==> src/rtl/digit_sub_pkg.sv <==
// Shared FSM encoding and parameter sanity check for digit_serial_subtractor.
package digit_sub_pkg;

  typedef logic [1:0] state_t;

  localparam state_t IDLE = 2'd0;
  localparam state_t RUN  = 2'd1;
  localparam state_t DONE = 2'd2;

  function automatic bit widths_ok(input int n, input int d);
    return (n >= 1) && (d >= 1) && (d <= n) && ((n % d) == 0);
  endfunction

endpackage

==> src/rtl/digit_sub_slice.sv <==
// Combinational D-bit ripple subtractor: d = x - y - bin, bout is the borrow out of bit D-1.
module digit_sub_slice #(
  parameter int D = 2
) (
  input  logic [D-1:0] x,
  input  logic [D-1:0] y,
  input  logic         bin,
  output logic [D-1:0] d,
  output logic         bout
);

  logic [D:0] br;

  assign br[0] = bin;

  for (genvar gi = 0; gi < D; gi++) begin : g_cell
    assign d[gi]    = x[gi] ^ y[gi] ^ br[gi];
    // Borrow when y exceeds x, or they match and a borrow is already pending.
    assign br[gi+1] = (~x[gi] & y[gi]) | (~(x[gi] ^ y[gi]) & br[gi]);
  end

  assign bout = br[D];

endmodule

==> src/rtl/digit_serial_subtractor.sv <==
// Digit-serial subtractor: diff = a - b - borrow_in, D bits per clock, LSB digit first.
// Optional signed overflow output when DIGIT_SUB_OVERFLOW_EN is defined.
module digit_serial_subtractor
  import digit_sub_pkg::*;
#(
  parameter int N = 8,
  parameter int D = 2
) (
  input  logic         clk,
  input  logic         rst,
  input  logic         in_valid,
  output logic         in_ready,
  input  logic [N-1:0] a,
  input  logic [N-1:0] b,
  input  logic         borrow_in,
  output logic         out_valid,
  input  logic         out_ready,
  output logic [N-1:0] diff,
  output logic         borrow_out
`ifdef DIGIT_SUB_OVERFLOW_EN
  ,
  output logic         overflow
`endif
);

  localparam int K  = (D > 0) ? N / D : 1;
  localparam int CW = (K > 1) ? $clog2(K) : 1;

  if (!widths_ok(N, D)) begin : g_param_err
    $error("digit_serial_subtractor: need 1 <= D <= N and N %% D == 0 (N=%0d D=%0d)", N, D);
  end

  state_t          state_q, state_d;
  logic [CW-1:0]   cnt_q, cnt_d;
  logic [N-1:0]    a_sh_q, a_sh_d, b_sh_q, b_sh_d;
  logic            brw_q, brw_d;
  logic [N-1:0]    diff_q, diff_d;
  logic            bout_q, bout_d;
`ifdef DIGIT_SUB_OVERFLOW_EN
  logic            a_msb_q, a_msb_d, b_msb_q, b_msb_d, ovf_q, ovf_d;
`endif

  logic [D-1:0]    dig;
  logic            dig_b;
  logic [N-1:0]    diff_shift;
  logic            accept;
  logic            last;

  digit_sub_slice #(.D(D)) u_slice (
    .x    (a_sh_q[D-1:0]),
    .y    (b_sh_q[D-1:0]),
    .bin  (brw_q),
    .d    (dig),
    .bout (dig_b)
  );

  // New digit enters at the top so the LSB digit ends up at bit 0 after K shifts.
  if (D == N) begin : g_single
    assign diff_shift = dig;
  end else begin : g_multi
    assign diff_shift = {dig, diff_q[N-1:D]};
  end

  assign in_ready = ~rst & ((state_q == IDLE) | ((state_q == DONE) & out_ready));
  assign accept   = in_valid & in_ready;
  assign last     = (cnt_q == CW'(K - 1));

  always_comb begin
    state_d = state_q;
    cnt_d   = cnt_q;
    a_sh_d  = a_sh_q;
    b_sh_d  = b_sh_q;
    brw_d   = brw_q;
    diff_d  = diff_q;
    bout_d  = bout_q;
`ifdef DIGIT_SUB_OVERFLOW_EN
    a_msb_d = a_msb_q;
    b_msb_d = b_msb_q;
    ovf_d   = ovf_q;
`endif
    case (state_q)
      IDLE: ;
      RUN: begin
        a_sh_d = a_sh_q >> D;
        b_sh_d = b_sh_q >> D;
        brw_d  = dig_b;
        diff_d = diff_shift;
        cnt_d  = cnt_q + CW'(1);
        if (last) begin
          state_d = DONE;
          bout_d  = dig_b;
`ifdef DIGIT_SUB_OVERFLOW_EN
          ovf_d   = (a_msb_q ^ b_msb_q) & (a_msb_q ^ diff_shift[N-1]);
`endif
        end
      end
      DONE: begin
        if (out_ready) state_d = IDLE;
      end
      default: state_d = IDLE;
    endcase
    // Accept overrides the DONE->IDLE exit so back-to-back ops skip the idle cycle.
    if (accept) begin
      state_d = RUN;
      cnt_d   = '0;
      a_sh_d  = a;
      b_sh_d  = b;
      brw_d   = borrow_in;
`ifdef DIGIT_SUB_OVERFLOW_EN
      a_msb_d = a[N-1];
      b_msb_d = b[N-1];
`endif
    end
  end

  always_ff @(posedge clk or posedge rst) begin
    if (rst) begin
      state_q <= IDLE;
      cnt_q   <= '0;
      a_sh_q  <= '0;
      b_sh_q  <= '0;
      brw_q   <= 1'b0;
      diff_q  <= '0;
      bout_q  <= 1'b0;
`ifdef DIGIT_SUB_OVERFLOW_EN
      a_msb_q <= 1'b0;
      b_msb_q <= 1'b0;
      ovf_q   <= 1'b0;
`endif
    end else begin
      state_q <= state_d;
      cnt_q   <= cnt_d;
      a_sh_q  <= a_sh_d;
      b_sh_q  <= b_sh_d;
      brw_q   <= brw_d;
      diff_q  <= diff_d;
      bout_q  <= bout_d;
`ifdef DIGIT_SUB_OVERFLOW_EN
      a_msb_q <= a_msb_d;
      b_msb_q <= b_msb_d;
      ovf_q   <= ovf_d;
`endif
    end
  end

  assign out_valid  = (state_q == DONE);
  assign diff       = diff_q;
  assign borrow_out = bout_q;
`ifdef DIGIT_SUB_OVERFLOW_EN
  assign overflow   = ovf_q;
`endif

endmodule

==> config.mk <==
export PLATFORM = sky130hd
export DESIGN_NAME = digit_serial_subtractor
export DESIGN_NICKNAME = d
export VERILOG_FILES = /design/src/rtl/digit_sub_pkg.sv /design/src/rtl/digit_sub_slice.sv /design/src/rtl/digit_serial_subtractor.sv
export SDC_FILE = /design/constraint.sdc
export NUM_CORES = 1
export LEC_CHECK = 0
export CAP_MARGIN = 10
export CORE_AREA = 3 3 57 64
export DETAILED_ROUTE_END_ITERATION = 8
export DIE_AREA = 0 0 60 67
export GPL_TIMING_DRIVEN = 0
export HOLD_SLACK_MARGIN = 0.03
export PLACE_DENSITY = 0.74
export SLEW_MARGIN = 20
export SYNTH_ARGS = -nofsm -noshare
export SYNTH_HDL_FRONTEND = slang
export SYNTH_SLANG_ARGS = --single-unit
==> constraint.sdc <==
create_clock -name clk -period 2.7 [get_ports clk]
set_input_delay 0.81 -clock clk [delete_from_list [all_inputs] [get_ports clk]]
set_output_delay 0.81 -clock clk [all_outputs]
set_load 0.01 [all_outputs]
Word-level counts from Yosys, hierarchy flattened
Index checks and enable logic that the tools add are counted.
{"block": "op_classes", "eq_ne": 6, "n_shift": 0, "n_bitwise": 19, "n_reduce_logical": 4, "n_mux": 12, "addsub": 1, "n_lt_le_gt_ge": 0, "mul": 0, "div_mod_pow": 0}
{"cell": "2-to-1 mux 8 bit", "count": 4}
{"cell": "2-to-1 mux 2 bit", "count": 5}
{"cell": "AND 1 bit", "count": 7}
{"cell": "case mux 2 bit (3 select lines)", "count": 1}
{"cell": "NOT 1 bit", "count": 5}
{"cell": "equality test 2 bit, second input constant", "count": 2}
{"cell": "bitwise XOR 1 bit", "count": 4}
{"cell": "!= test 3 x 1 -> 1 bit, second input constant", "count": 1}
{"cell": "!= test 3 bit, second input constant", "count": 1}
{"cell": "OR 1 bit", "count": 3}
{"cell": "AND reduction 3 bit", "count": 1}
{"cell": "adder 2 x 1 -> 2 bit, second input constant", "count": 1}
{"cell": "equality test 2 x 1 -> 1 bit, second input constant", "count": 1}
{"cell": "zero test 2 bit", "count": 1}
{"cell": "2-to-1 mux 1 bit", "count": 2}
{"cell": "!= test 2 bit, second input constant", "count": 1}
{"cell": "AND reduction 2 bit", "count": 1}
{"cell": "nonzero test 2 bit", "count": 1}
{"block": "word_totals", "rom_bits": 0, "latchBits": 0, "in_bits": 21, "wordCells": 49, "ramBits": 0, "out_inout_bits": 11, "n_memories": 0, "register_bits": 30}

Longest topological paths before layout
{"block": "logic_depth", "depth_word": 8, "mapped_depth": 5, "depth_no_buf": 5}

Hierarchy
From an unflattened synthesis, not the netlist that was laid out.
{"block": "hier_totals", "cells_unflattened": 125, "area_unflattened_um2": 1382.6}
{"module": "digit_serial_subtractor", "cells_per_inst": 118, "n_inst": 1, "area_per_inst_um2": 1323.8, "seq_area_each_um2": 750.7}
{"module": "digit_sub_slice", "cells_per_inst": 7, "n_inst": 1, "area_per_inst_um2": 58.8, "seq_area_each_um2": 0.0}

Worst setup path before layout
No wires, ideal clock.
{"block": "synth_path", "kind": "input to output", "startpoint": "in out_ready", "endpoint": "out in_ready", "path_buffers": 0, "required_ns": 1.890, "arrival_ns": 1.174, "setup_slack_ns": 0.716, "path_stages": 2, "cell_sequence": "nand2b_1 -> and2_1"}
{"block": "synth_via", "elab_chain_cells": 3}
{"item": "from (decl)", "line_no": "digit_serial_subtractor.sv:17", "rtl": "input logic out_ready,"}
{"item": "AND 1 bit", "line_no": "digit_serial_subtractor.sv:64", "rtl": "assign in_ready = ~rst & ((state_q == IDLE) | ((state_q == DONE) & out_ready));"}
{"item": "OR 1 bit", "line_no": "digit_serial_subtractor.sv:64"}
{"item": "AND 1 bit", "line_no": "digit_serial_subtractor.sv:64"}
{"item": "to (decl)", "line_no": "digit_serial_subtractor.sv:12", "rtl": "output logic in_ready,"}
No other way between the ends.

Worst setup path in the final report
{"block": "layout_path", "startpoint": "in rst", "endpoint": "out in_ready"}
{"block": "layout_via", "elab_chain_cells": 2}
{"item": "from (decl)", "line_no": "digit_serial_subtractor.sv:10", "rtl": "input logic rst,"}
{"item": "NOT 1 bit", "line_no": "digit_serial_subtractor.sv:64"}
{"item": "AND 1 bit", "line_no": "digit_serial_subtractor.sv:64"}
No other way between the ends.

==> results.md <==
- HP Class: reg -> reg
- DRT Wirelength: around 2700 µm
- Normalized max-slew margin: between 50% and 60%
- Antenna Cells: 0
- Actual transition at the worst max-transition pin: 0.616 ns
- Ys Warns: 0
- IO buf count: 31
- Register-to-register setup slack: 1.09 ns
- DIE WIDTH: about 60 µm
- Relative contribution of sequential cells to total power: approximately 36%
- Fin Hold WS: between 0.4 and 0.5 ns
- Sum of net half-perimeters after detailed placement: 1950 µm
- Pint: 0.00144 W
- First-pass GRT wire length: between 4000 and 5000 µm
- Largest cells by area after synthesis: sky130_fd_sc_hd__dfrtp_1 (49%), sky130_fd_sc_hd__mux2_4 (19%), sky130_fd_sc_hd__nand2_1 (7.7%)
- Die boundary height: 67 µm
- Minimum setup slack after placement: -0.266 ns
- Number of buffers added by the clock tree synthesis step: 5
- DR vias: around 980
- Relative contribution of the clock network to total power: 13.0%
- Library cells used by synthesis: 22
- Number of maximum-capacitance violations: 0
- Post-route antenna net violation count: 0
- Worst hold path depth: 2
- Synth Register Bits: 30
- Sequential area share after synthesis: 49.5%
- Summed area of non-filler cells in the final layout: 1930 µm²
- Synth top area share: 49.5%
- # rows: 21
- Total Routing Usage GR: between 15 and 20%
- Max IR drop VDD: ~580 µV
- Number of enable-type register cells in the synthesized netlist: 0
- Post-DR vias/cell: 5.03
- R2r endpoint: brw_q
- Source of the critical timing path: rst
- Tot Pwr: around 0.0022 W
- Setup Crit Path Kind: in -> out
- Area Growth Syn to Fin: 27.4%
- Sort of element at the end of the critical path: output pin
- Library cell occupying the most area in the post-synthesis netlist: sky130_fd_sc_hd__dfrtp_1
- Count of boundary I/O pins: 32
- Mean cell area of the mapped netlist: about 13 µm²
- Fin. Hold Viols: 0
- Remaining Overflow, GRT: 0
- Antenna violations before repair: 0
- Crit Path Max Fanout: 2
- Final clock period utilization by the worst path: 95.2%
- Post-Synthesis Cells: 121
- Worst path required time: approximately 1.9 ns
- CP peak stage delay: 0.46 ns
- Initial core utilization: 49.8%
- CTS tree: done
- Share of post-route cells with drive strength above 1: 27.5%
- Deepest level of the CTS H-tree: 2
- Insertion delay of the later-clocked pin in the worst-skew pair: 0.33 ns
- Switching part of the total power: 33.5%
- Drt first-iter violations: 34
- Startpoint of the tightest hold check path: diff[0]
- Full die area: around 4000 µm²
- Detailed Routing Iterations Pass 1: 4
- Async set or reset register ratio after synthesis: 100%
- Unrepaired setup endpoints after global routing: no
- Synthesized net count: 145
- Count of final max-slew check failures: 0
- Reg2reg start: a_sh_q[0]
- Fin Clk Skew: about 0.0048 ns
- Flip-flop cell with the highest count after synthesis: sky130_fd_sc_hd__dfrtp_1
- Largest buffer count on any clock path: 2
- Combinational share of power: 51.0%
- GPL Wtd Cong: 0.742
- Arrival time at the worst endpoint: 1.76 ns
- Outcome: completed
- Std-Cell Core Area: about 3000 µm²
- Final worst setup slack: 0.130 ns
- Total setup buffers inserted after CTS: 0
- Slowest library cell on the worst path: sky130_fd_sc_hd__clkdlybuf4s50_1
- Post-synth design cell area: 1520 µm²
- Largest net degree at the start of global routing: 31
- Crit path cell chain: clkdlybuf4s50_1 > nor2_2 > and2_1 > clkbuf_2
- Final setup violation count: 0
- Net switching power: 0.000728 W
- DP Area: around 1900 µm²
- Most frequently used cell type in the post-synthesis netlist: sky130_fd_sc_hd__nand2_1
- Number of nets in the final layout: approximately 180
- Worst hold path endpoint: diff[0]
- Pwr Density: 1120 nW/µm²
- CP Launch Type: input pin
- Top achievable clock speed: 389 MHz
- Remaining routing DRC violations: 0
- Clock transition at the register clock pins on the worst setup and hold paths after CTS: 0.10 ns
- CTS Root Cell: sky130_fd_sc_hd__clkbuf_4
- Standby leakage power: 0.986 nW
- Leading cell types by count after synthesis: sky130_fd_sc_hd__nand2_1 (31), sky130_fd_sc_hd__dfrtp_1 (30), sky130_fd_sc_hd__mux2_4 (19)
- Number of clock sinks: 30
- Utilization of the core after routing: 63.4%
- Per-cell routed wire length: ~14 µm
- Quantity of hold-fixing buffers added after cts: 0
- Via count of the first global-routing pass: 1004
- Logic depth of the worst register-to-register path: 4
- Final critical path time including I/O delays and setup: approximately 2.6 ns
## routing by layer
metal | global-route usage [%] | share of wire [%] | wire length, µm | vias to the layer above
met1 | 19.4 | 42 | 1150 | 477
li1 | - | - | - | 466
met4 | 4.99 | 1.1 | 29 | 0
met2 | 26.4 | 50 | 1370 | 28
met3 | 6.40 | 6.0 | 163 | 4
met5 | 0 | 0 | 0 | -
## cells by family after synthesis
family                     after synthesis  share of synthesized area (%)
AOI/OAI and AO/OA                        5                           1.81
xor gates and xnor gates                 1                          0.577
adders and majority gates                3                           3.46
buffers and inverters                   13                           5.28
DFF                                     30                           49.5
muxes                                   30                           26.5
and+or+nand+nor                         39                           12.9
## worst max path at each step
stage	to	slack, ns
2_1_floorplan	in_ready	0.72
3_3_place_gp	in_ready	-0.24
3_5_place_dp	in_ready	-0.27
4_1_cts	in_ready	0.008
5_1_grt	in_ready	0.07
6_report	in_ready	0.13
## critical path: cells and delay by family
kind	cells	cell delay (ns)
AND/OR/NAND/NOR	2	0.36
buffers and inverters	2	0.60
## flip-flops by register name (all words and copies together), names as in the netlist
name	cells
brw_q	1
a_sh_q	8
b_sh_q	8
borrow_out	1
state_q	2
cnt_q	2
diff	8
## metrics by stage
stage	std cells	setup TNS (ns)
after floorplan	121	0
after global placement	186	-0.237
after detailed placement	186	-0.266
after CTS	194	0
after global routing	194	0
final	194	0
## power groups by stage
stage | sequential (W) | combinational [W] | clock [W]
final | 0.000782 | 0.00111 | 0.000282
after global routing | 0.000806 | 0.00124 | 0.000312
after CTS | 0.000781 | 0.00112 | 0.000289
after detailed placement | 0.000792 | 0.00112 | 0
after global placement | 0.000781 | 0.00108 | 0
after floorplan | 0.000787 | 0.000808 | 0
## final cells by class
cell class	count	area [µm²]
fill	273	1110
multi-input combinational	78	694
clock inverter	1	5.00
timing repair buffer	31	305
inverter	8	30.0
tap	34	42.5
buffer	5	50.0
sequential	30	751
clock buffer	7	55.1
## placed cells by master, fill, tap and decap left out, types with 2 or more instances in the layout
cell type,Yosys,final
sky130_fd_sc_hd__buf_6,4,4
sky130_fd_sc_hd__clkbuf_4,0,5
sky130_fd_sc_hd__clkdlybuf4s50_1,0,30
sky130_fd_sc_hd__dfrtp_1,30,30
sky130_fd_sc_hd__fa_1,2,2
sky130_fd_sc_hd__inv_1,8,7
sky130_fd_sc_hd__mux2_2,6,6
sky130_fd_sc_hd__mux2_4,19,19
sky130_fd_sc_hd__mux2i_1,5,5
sky130_fd_sc_hd__nand2_1,31,31
sky130_fd_sc_hd__nand2b_4,1,2
sky130_fd_sc_hd__o21ai_0,3,3
## what timing repair did
action,in CTS,in global routing
pin swaps,0,1
setup endpoints to repair,1,1
gates resized for setup,1,3
Power figures use the tool's default switching activity.
